==> src/rtl/mc_controller.sv <==
// Multicycle controller FSM for a shared-memory MIPS-style datapath.
// Moore outputs from the current state; alucontrol also follows funct and pcen follows zero in BEQEX.
module mc_controller (
    input  logic       clk,
    input  logic       reset,
    input  logic [5:0] op,
    input  logic [5:0] funct,
    input  logic       zero,
    output logic       iord,
    output logic       memwrite,
    output logic       irwrite,
    output logic       regdst,
    output logic       memtoreg,
    output logic       regwrite,
    output logic       alusrca,
    output logic       pcen,
    output logic [1:0] alusrcb,
    output logic [1:0] pcsrc,
    output logic [1:0] immtype,
    output logic [2:0] alucontrol,
    output logic [3:0] state
);

    typedef enum logic [3:0] {
        FETCH   = 4'd0,
        DECODE  = 4'd1,
        MEMADR  = 4'd2,
        MEMRD   = 4'd3,
        MEMWB   = 4'd4,
        MEMWR   = 4'd5,
        EXECUTE = 4'd6,
        ALUWB   = 4'd7,
        BEQEX   = 4'd8,
        ADDIEX  = 4'd9,
        IMMWB   = 4'd10,
        JEX     = 4'd11,
        ORIEX   = 4'd12
    } state_t;

    state_t     state_reg;
    state_t     state_next;
    state_t     out_state;
    logic [2:0] funct_alu;

    always_ff @(posedge clk) begin
        if (!reset) state_reg <= FETCH;
        else        state_reg <= state_next;
    end

    always_comb begin
        state_next = FETCH;
        case (state_reg)
            FETCH:   state_next = DECODE;
            DECODE: begin
                case (op)
                    6'b100011, 6'b101011: state_next = MEMADR;
                    6'b000000:            state_next = EXECUTE;
                    6'b000100:            state_next = BEQEX;
                    6'b001000:            state_next = ADDIEX;
                    6'b001101:            state_next = ORIEX;
                    6'b000010:            state_next = JEX;
                    default:              state_next = FETCH;
                endcase
            end
            MEMADR:  state_next = (op == 6'b100011) ? MEMRD : MEMWR;
            MEMRD:   state_next = MEMWB;
            EXECUTE: state_next = ALUWB;
            ADDIEX:  state_next = IMMWB;
            ORIEX:   state_next = IMMWB;
            default: state_next = FETCH;
        endcase
    end

    always_comb begin
        funct_alu = 3'b010;
        case (funct)
            6'b100000: funct_alu = 3'b010;
            6'b100010: funct_alu = 3'b110;
            6'b100100: funct_alu = 3'b000;
            6'b100101: funct_alu = 3'b001;
            6'b101010: funct_alu = 3'b111;
            default:   funct_alu = 3'b010;
        endcase
    end

    // Holding reset low presents the FETCH control word even before the first edge.
    assign out_state = reset ? state_reg : FETCH;
    assign state     = state_reg;

    always_comb begin
        iord       = 1'b0;
        memwrite   = 1'b0;
        irwrite    = 1'b0;
        regdst     = 1'b0;
        memtoreg   = 1'b0;
        regwrite   = 1'b0;
        alusrca    = 1'b0;
        pcen       = 1'b0;
        alusrcb    = 2'b00;
        pcsrc      = 2'b00;
        immtype    = 2'b00;
        alucontrol = 3'b000;
        case (out_state)
            FETCH: begin
                irwrite    = 1'b1;
                alusrcb    = 2'b01;
                pcen       = 1'b1;
                alucontrol = 3'b010;
            end
            DECODE: begin
                alusrcb    = 2'b11;
                alucontrol = 3'b010;
            end
            MEMADR, ADDIEX: begin
                alusrca    = 1'b1;
                alusrcb    = 2'b10;
                alucontrol = 3'b010;
            end
            MEMRD: iord = 1'b1;
            MEMWR: begin
                iord     = 1'b1;
                memwrite = 1'b1;
            end
            MEMWB: begin
                memtoreg = 1'b1;
                regwrite = 1'b1;
            end
            ALUWB: begin
                regdst   = 1'b1;
                regwrite = 1'b1;
            end
            IMMWB: regwrite = 1'b1;
            EXECUTE: begin
                alusrca    = 1'b1;
                alucontrol = funct_alu;
            end
            BEQEX: begin
                alusrca    = 1'b1;
                alucontrol = 3'b110;
                pcsrc      = 2'b01;
                pcen       = zero;
            end
            ORIEX: begin
                alusrca    = 1'b1;
                alusrcb    = 2'b10;
                immtype    = 2'b01;
                alucontrol = 3'b001;
            end
            JEX: begin
                pcsrc = 2'b10;
                pcen  = 1'b1;
            end
            default: ;
        endcase
    end

endmodule

==> config.mk <==
export PLATFORM = sky130hd
export DESIGN_NAME = mc_controller
export DESIGN_NICKNAME = d
export VERILOG_FILES = /design/src/rtl/mc_controller.sv
export SDC_FILE = /design/constraint.sdc
export NUM_CORES = 1
export LEC_CHECK = 0
export ABC_CLOCK_PERIOD_IN_PS = 1700
export CAP_MARGIN = 20
export CORE_AREA = 2 2 45 47
export CTS_CLUSTER_SIZE = 25
export DETAILED_ROUTE_END_ITERATION = 10
export DIE_AREA = 0 0 47 49
export PLACE_DENSITY = 0.84
export SETUP_SLACK_MARGIN = 0.4
export SLEW_MARGIN = 20
export SYNTH_ARGS = -nofsm -noshare
export SYNTH_HDL_FRONTEND = slang
export SYNTH_SLANG_ARGS = --single-unit
==> constraint.sdc <==
create_clock -name clk -period 1.7 [get_ports clk]
set_input_delay 0.34 -clock clk [delete_from_list [all_inputs] [get_ports clk]]
set_output_delay 0.34 -clock clk [all_outputs]
set_load 0.05 [all_outputs]
==> results of run 1 <==
## logic make-up after synthesis
family / Yosys count / share of synthesized area [%]
compound gates: 28 / 28.77
xor+xnor: 4 / 5.557
buf+inv: 11 / 7.737
flops: 4 / 12.70
other cells: 1 / 0.5947
simple gates: 48 / 44.64
## through the flow
step,instance area (um^2),TNS (ns)
2_1_floorplan,935.9,-0.2911
3_3_place_gp,1538,-2.429
3_5_place_dp,1538,-3.099
## cell usage after synthesis (all sizes together)
cell type  number
nand2           9
nor2            7
a211oi          1
xor2            2
a22o            1
nor4            3
a31oi           2
o21a            1
or3             1
nor3b           3
and3            3
conb            1
o31ai           2
clkbuf          4
nor4b           1
nor2b           7
nand3           3
nor4bb          1
a21oi           7
inv             2
dfxtp           4
nand4b          1
or4             1
a32oi           2
nand3b          2
nor3            5
o311a           1
o21ba           1
o21ai           8
xnor2           2
and2            1
o221ai          1
buf             5
o41ai           1
==> flow_summary.ini, run 1 <==
[run_status]
lastStage = clock tree synthesis (4_1_cts)
error = [ERROR DPL-0038] Utilization greater than 100%, impossible to legalize
status = aborted with a tool error

[synthesis]
synthCells = 96
seq_area_frac_synth_pct = 12.70
ys_seq_elements = 4
syn_avg_cell_area_um2 = 6.569
syn_area_um2 = 630.6
yosysWarnings = 0
syn_nets = 111
yosys-top-cells-area = dfxtp_1 13%, nor2b_1 6.9%, o21ai_0 6.3%
synth_top_area_share_pct = 12.70
ys_types = 36
yosysTopAreaCell = dfxtp_1

[clocking]
cts_max_path_buffers = 2
cts_setup_buffers = 21
ctsHtreeMaxLevel = 1
cts-buffers-inserted = 3
hold_buffers = 0
cts-root-buf = clkbuf_4
cts.sinks = 4
cts_resized = 59

[die]
ios = 36
num_rows = 16
die_y_um = 49
start_util_pct = 34.24
die_x_um = 47

[placed_design]
dp.cells = 167
place.gp.congestion = 0.8312
port_buffers = 34
dpl.hpwl_um = 2152
dp_slack_ns = -0.5398
==> run 2: changes to the inputs <==
--- a/config.mk
+++ b/config.mk
@@ -7,12 +7,10 @@
 export LEC_CHECK = 0
 export ABC_CLOCK_PERIOD_IN_PS = 1700
 export CAP_MARGIN = 20
-export CORE_AREA = 2 2 45 47
-export CTS_CLUSTER_SIZE = 25
+export CORE_AREA = 2 2 63 65
 export DETAILED_ROUTE_END_ITERATION = 10
-export DIE_AREA = 0 0 47 49
-export PLACE_DENSITY = 0.84
-export SETUP_SLACK_MARGIN = 0.4
+export DIE_AREA = 0 0 65 67
+export PLACE_DENSITY_LB_ADDON = 0.15
 export SLEW_MARGIN = 20
 export SYNTH_ARGS = -nofsm -noshare
 export SYNTH_HDL_FRONTEND = slang
==> run 2 against run 1 <==
Net effect: the flow now finishes, with violations (negative setup slack); synthesized area stayed put; synthesized cell count stayed put.
==> flow_summary.ini, run 2 <==
[clocking]
cts-buffers-inserted = 3
cts-root-buf = clkbuf_8
tritoncts = done
ctsHtreeMaxLevel = 1
cts.sinks = 4
path_clk_slew_ns = 0.03
cts_max_path_buffers = 2
hold_buffers = 0
insertion_delay_ns = 0.21

[synthesis]
synth_top_cells_by_count = 9 x nand2_1, 8 x o21ai_0, 7 x a21oi_1, 7 x nor2_1, 7 x nor2b_1
yosys-top-cells-area = dfxtp_1 13%, nor2b_1 6.9%, o21ai_0 6.3%
synthCells = 96
ys_seq_elements = 4
syn_area_um2 = 630.6
post-synth-top-count-cell = nand2_1
ys.flop_type = dfxtp_1
synth_top_area_share_pct = 12.70
seq_area_frac_synth_pct = 12.70
syn_nets = 111
yosysTopAreaCell = dfxtp_1
syn_avg_cell_area_um2 = 6.569
ys_types = 36
yosysWarnings = 0
synthArstFlopShare_pct = 0
synth_edf_count = 0

[timing]
final_hold_viol_count = 0
fin_tns_setup_ns = -0.3003
post-route-min-period_ns = 1.828
grt_setup_unrepaired = yes
fin_skew_ns = 0.001819
setup_viol = 6
max_freq_mhz = 547.2
drv_slew = 0
setup_slack_ns = -0.1275
finalCritPeriodShare_pct = 107.5

[grt]
grt_start_max_net_pins = 13
grt.overflow.total = 0
first_global_vias = 993
grt_pass1_wl_um = 4298
antenna_found_initial = 0
track_usage_pct = 12.55

[setup_path]
cp.required_ns = 1.36
end_kind = output pin
worst_setup_path_start_kind = flop
crit_chain = nor4bb_4 > and3_1 > a21oi_2 > nor3b_4 > buf_12
cp_max_fo = 3
slowest_delay_ns = 0.35
cp.arrival_ns = 1.49
slowest_stage = dfxtp_4
path_class = flop to output pin

[die]
start_util_pct = 17.49
dieArea_um2 = 4355
core_area_um2 = 3606
die_y_um = 67
die_x_um = 65
ios = 36
num_rows = 22

[power_and_ir_drop]
p_per_area_nw_per_um2 = 307.9
leakage_nw = 0.7759
vdd_drop_max_mv = 0.1403

[drt]
ant_nets = 0
drtIter0Drc = 11
vias = 1016
drc = 0
viasPerCell = 4.639
firstDrtPassIters = 4
wirelength_um = 2733
avgRoutedWirePerCell_um = 12.48

[placed_design]
place_area_um2 = 1550
place.gp.congestion = 0.7615
dp.cells = 195
port_buffers = 34
dpl.hpwl_um = 2018

[final_layout]
final_common_cell = buf_4
drive_above_1_share_pct = 66.67
fillers = 342
nets = 188
multi_input_area_um2 = 792.0
final_area_um2 = 1936
mostFrequentLayoutCells = 34 x buf_4, 19 x buf_12, 14 x buf_6, 5 x o21ai_0, 5 x clkdlybuf4s50_1
stdcell_count = 219
diodes = 0
largest_register_ffs = 4
area.sequential_um2 = 95.09
syn2layout_area_growth_pct = 206.9

[run_status]
violations = negative setup slack
status = complete, but fails checks

[flow_run]
cap_viol_max_count = 0

[hold_path]
holdCritPathClass = flop to flop
-- run 2: cell counts after synthesis --
Identical to the previous run, type by type.
-- run 2: layer usage --
layer / part of all wire (%) / GRT usage [%] / routed length, um / up-vias
li1: - / - / - / 504
met1: 43 / 14.66 / 1181 / 486
met2: 52 / 23.58 / 1416 / 26
met3: 4.9 / 2.027 / 135 / 0
met4: 0 / 3.191 / 0 / 0
met5: 0 / 0 / 0 / -
-- run 2: metrics by stage --
step	power [mW]	hold slack (ns)	worst slack, ns	util, %
2_1_floorplan	0.2380	0.5094	-0.1055	-
6_report	0.5959	0.5783	-0.1275	53.68
4_1_cts	0.5791	0.5737	-0.1365	49.17
5_1_grt	0.6305	0.6043	-0.2029	53.68
3_3_place_gp	0.3623	0.5138	-0.4247	42.99
3_5_place_dp	0.3650	0.5128	-0.4363	42.99
-- run 2: final timing paths --
| path | start | endpoint | slack [ns] | depth (start not counted) |
|---|---|---|---|---|
| worst max-delay path | state[3] | alucontrol[2] | -0.13 | 5 |
| worst min-delay path | state[1] | state[3] | 0.58 | 2 |
| worst max register to register | state[2] | state[0] | 0.09 | 6 |
| worst min register to register | state[1] | state[3] | 0.58 | 2 |
-- run 2: worst max-delay path, delay by kind of cell, from the launching register on --
kind	cells	cell delay, ns
AO/OA/AOI/OAI	1	0.05
flip-flops	1	0.35
buffers and inverters	1	0.16
AND/OR/NAND/NOR	3	0.71
-- run 2: repair_timing --
action,CTS,global route
pin swaps,14,12
buffers inserted,14,8
endpoints found under the setup margin,15,15
gates resized for setup,33,29
-- run 2: area by class of cell --
type	count	area share, %
well taps	48	3.103
inverters	2	0.6464
multi-input cells	81	40.92
flip-flops and latches	4	4.913
repair buffers	81	48.29
clock buffers	3	2.133
-- run 2: cells by family (layout without fill, tap and decap cells) --
logic type | Yosys count | count (layout) | synth area share, %
compound gates | 28 | 28 | 28.77
xor+xnor | 4 | 4 | 5.557
buf+inv | 11 | 86 | 7.737
flops | 4 | 4 | 12.70
other cells | 1 | 1 | 0.5947
simple gates | 48 | 48 | 44.64
-- run 2: where the power goes --
group	internal, mW	switching [mW]
clock network	0.150	0.0400
logic	0.156	0.146
registers	0.0943	0.00957
No activity file was read; power rests on OpenSTA's default activity.
==> run 3: changes to the inputs <==
--- a/config.mk
+++ b/config.mk
@@ -10,6 +10,7 @@
 export CORE_AREA = 2 2 63 65
 export DETAILED_ROUTE_END_ITERATION = 10
 export DIE_AREA = 0 0 65 67
+export GPL_TIMING_DRIVEN = 0
 export PLACE_DENSITY_LB_ADDON = 0.15
 export SLEW_MARGIN = 20
 export SYNTH_ARGS = -nofsm -noshare
==> run 3 against run 2 <==
Net effect: final area shrank 13%; clock power grew 2%; the run still ends with negative setup slack left; utilization shrank 7.0 points.
==> flow_summary.ini, run 3 (synthesized netlist as in run 2, its figures left out) <==
[final_layout]
diodes = 0
fillers = 355
area.sequential_um2 = 95.09
nets = 172
multi_input_area_um2 = 770.7
syn2layout_area_growth_pct = 166.9
stdcell_count = 203
final_common_cell = buf_6
largest_register_ffs = 4
mostFrequentLayoutCells = 18 x buf_6, 17 x buf_4, 10 x dlygate4sd2_1, 6 x nand2_1
postLayoutCoreUtil_pct = 46.67
drive_above_1_share_pct = 58.06

[grt]
track_usage_pct = 12.34
grt.overflow.total = 0
antenna_found_initial = 0
grt_pass1_wl_um = 4153
first_global_vias = 874
grt_start_max_net_pins = 11

[clocking]
insertion_delay_ns = 0.21
cts_max_path_buffers = 2
cts-root-buf = clkbuf_8
path_clk_slew_ns = 0.03
ctsHtreeMaxLevel = 1
cts.sinks = 4
cts-buffers-inserted = 3
tritoncts = done
hold_buffers = 0

[die]
dieArea_um2 = 4355
die_y_um = 67
ios = 36
core_area_um2 = 3606
die_x_um = 65
num_rows = 22
start_util_pct = 17.49

[flow_run]
cap_viol_max_count = 0

[timing]
fin_skew_ns = 0.0008557
post-route-min-period_ns = 1.818
finalCritPeriodShare_pct = 106.9
grt_setup_unrepaired = yes
max_freq_mhz = 550.1
drv_slew = 0
setup_slack_ns = -0.1179
setup_viol = 10
hold_ws_ns = 0.6252
final_hold_viol_count = 0

[power_and_ir_drop]
p_per_area_nw_per_um2 = 338.5
leakage_nw = 0.6703
vdd_drop_max_mv = 0.1982

[placed_design]
port_buffers = 33
place.gp.congestion = 0.7405
dpl.hpwl_um = 1842
dp.cells = 177

[drt]
drc = 0
drtIter0Drc = 34
viasPerCell = 4.724
ant_nets = 0
firstDrtPassIters = 4
avgRoutedWirePerCell_um = 13.63
vias = 959
wirelength_um = 2767

[setup_path]
slowest_stage = dfxtp_4
crit_chain = buf_6 > buf_12 > nor2b_4 > nor4_4 > a31oi_2 > nor2b_4 > buf_8
cp_max_fo = 6
cp_common_cell = nor2b_4
end_kind = output pin
cp.required_ns = 1.36
slowest_delay_ns = 0.34
path_class = flop to output pin
cp.arrival_ns = 1.48
worst_setup_path_start_kind = flop

[run_status]
status = complete, but fails checks
violations = negative setup slack

[hold_path]
holdCritPathClass = primary input to flop
[run 3: worst paths after layout]
kind / start / end / slack [ns] / cells past startpoint
worst max-delay path: state[1] / regwrite / -0.12 / 7
worst min-delay path: op[4] / state[3] / 0.63 / 4
worst min register to register: state[0] / state[0] / 0.67 / 3
worst max register to register: state[0] / state[0] / 0.09 / 6
[run 3: routing by layer]
metal | track usage (%) | part of all wire (%) | vias to the layer above
li1 | - | - | 480
met1 | 16.98 | 46 | 447
met2 | 20.36 | 48 | 30
met3 | 1.858 | 4.8 | 2
met4 | 2.394 | 0.80 | 0
met5 | 0 | 0 | -
[run 3: worst max-delay path, delay by kind of cell (launching register included)]
kind / cells / cell delay [ns]
AO/OA/AOI/OAI: 1 / 0.08
buffers and inverters: 3 / 0.40
flip-flops: 1 / 0.34
AND/OR/NAND/NOR: 3 / 0.43
[run 3: timing repair]
item	4_1_cts	5_1_grt
cloned	1	2
buffers inserted	11	9
setup endpoints to repair	21	16
pin swaps	13	13
resized for setup	147	28
[run 3: report_power, final]
part           leakage [nW]  switching (mW)  internal [mW]  total [mW]
Sequential           0.0355         0.00630         0.0942       0.101
Clock                0.0216          0.0436          0.150       0.194
Combinational         0.613           0.146          0.129       0.275
[run 3: area by class of cell]
type | instances | area share [%]
multi-input cells | 81 | 45.80
well taps | 48 | 3.569
clock buffers | 3 | 2.454
inverters | 2 | 0.6691
plain buffers | 9 | 8.327
flip-flops and latches | 4 | 5.651
repair buffers | 56 | 33.53
[run 3: metrics by stage]
stage	setup slack (ns)	TNS [ns]	power, mW	area, um^2
global route	-0.2013	-1.217	0.6079	1683
global placement	-1.119	-13.95	0.3156	1251
floorplan	-0.1055	-0.2177	0.2380	860.8
detailed placement	-1.144	-14.17	0.3176	1251
CTS	-0.1568	-0.4411	0.5462	1474
finish	-0.1179	-0.4970	0.5697	1683
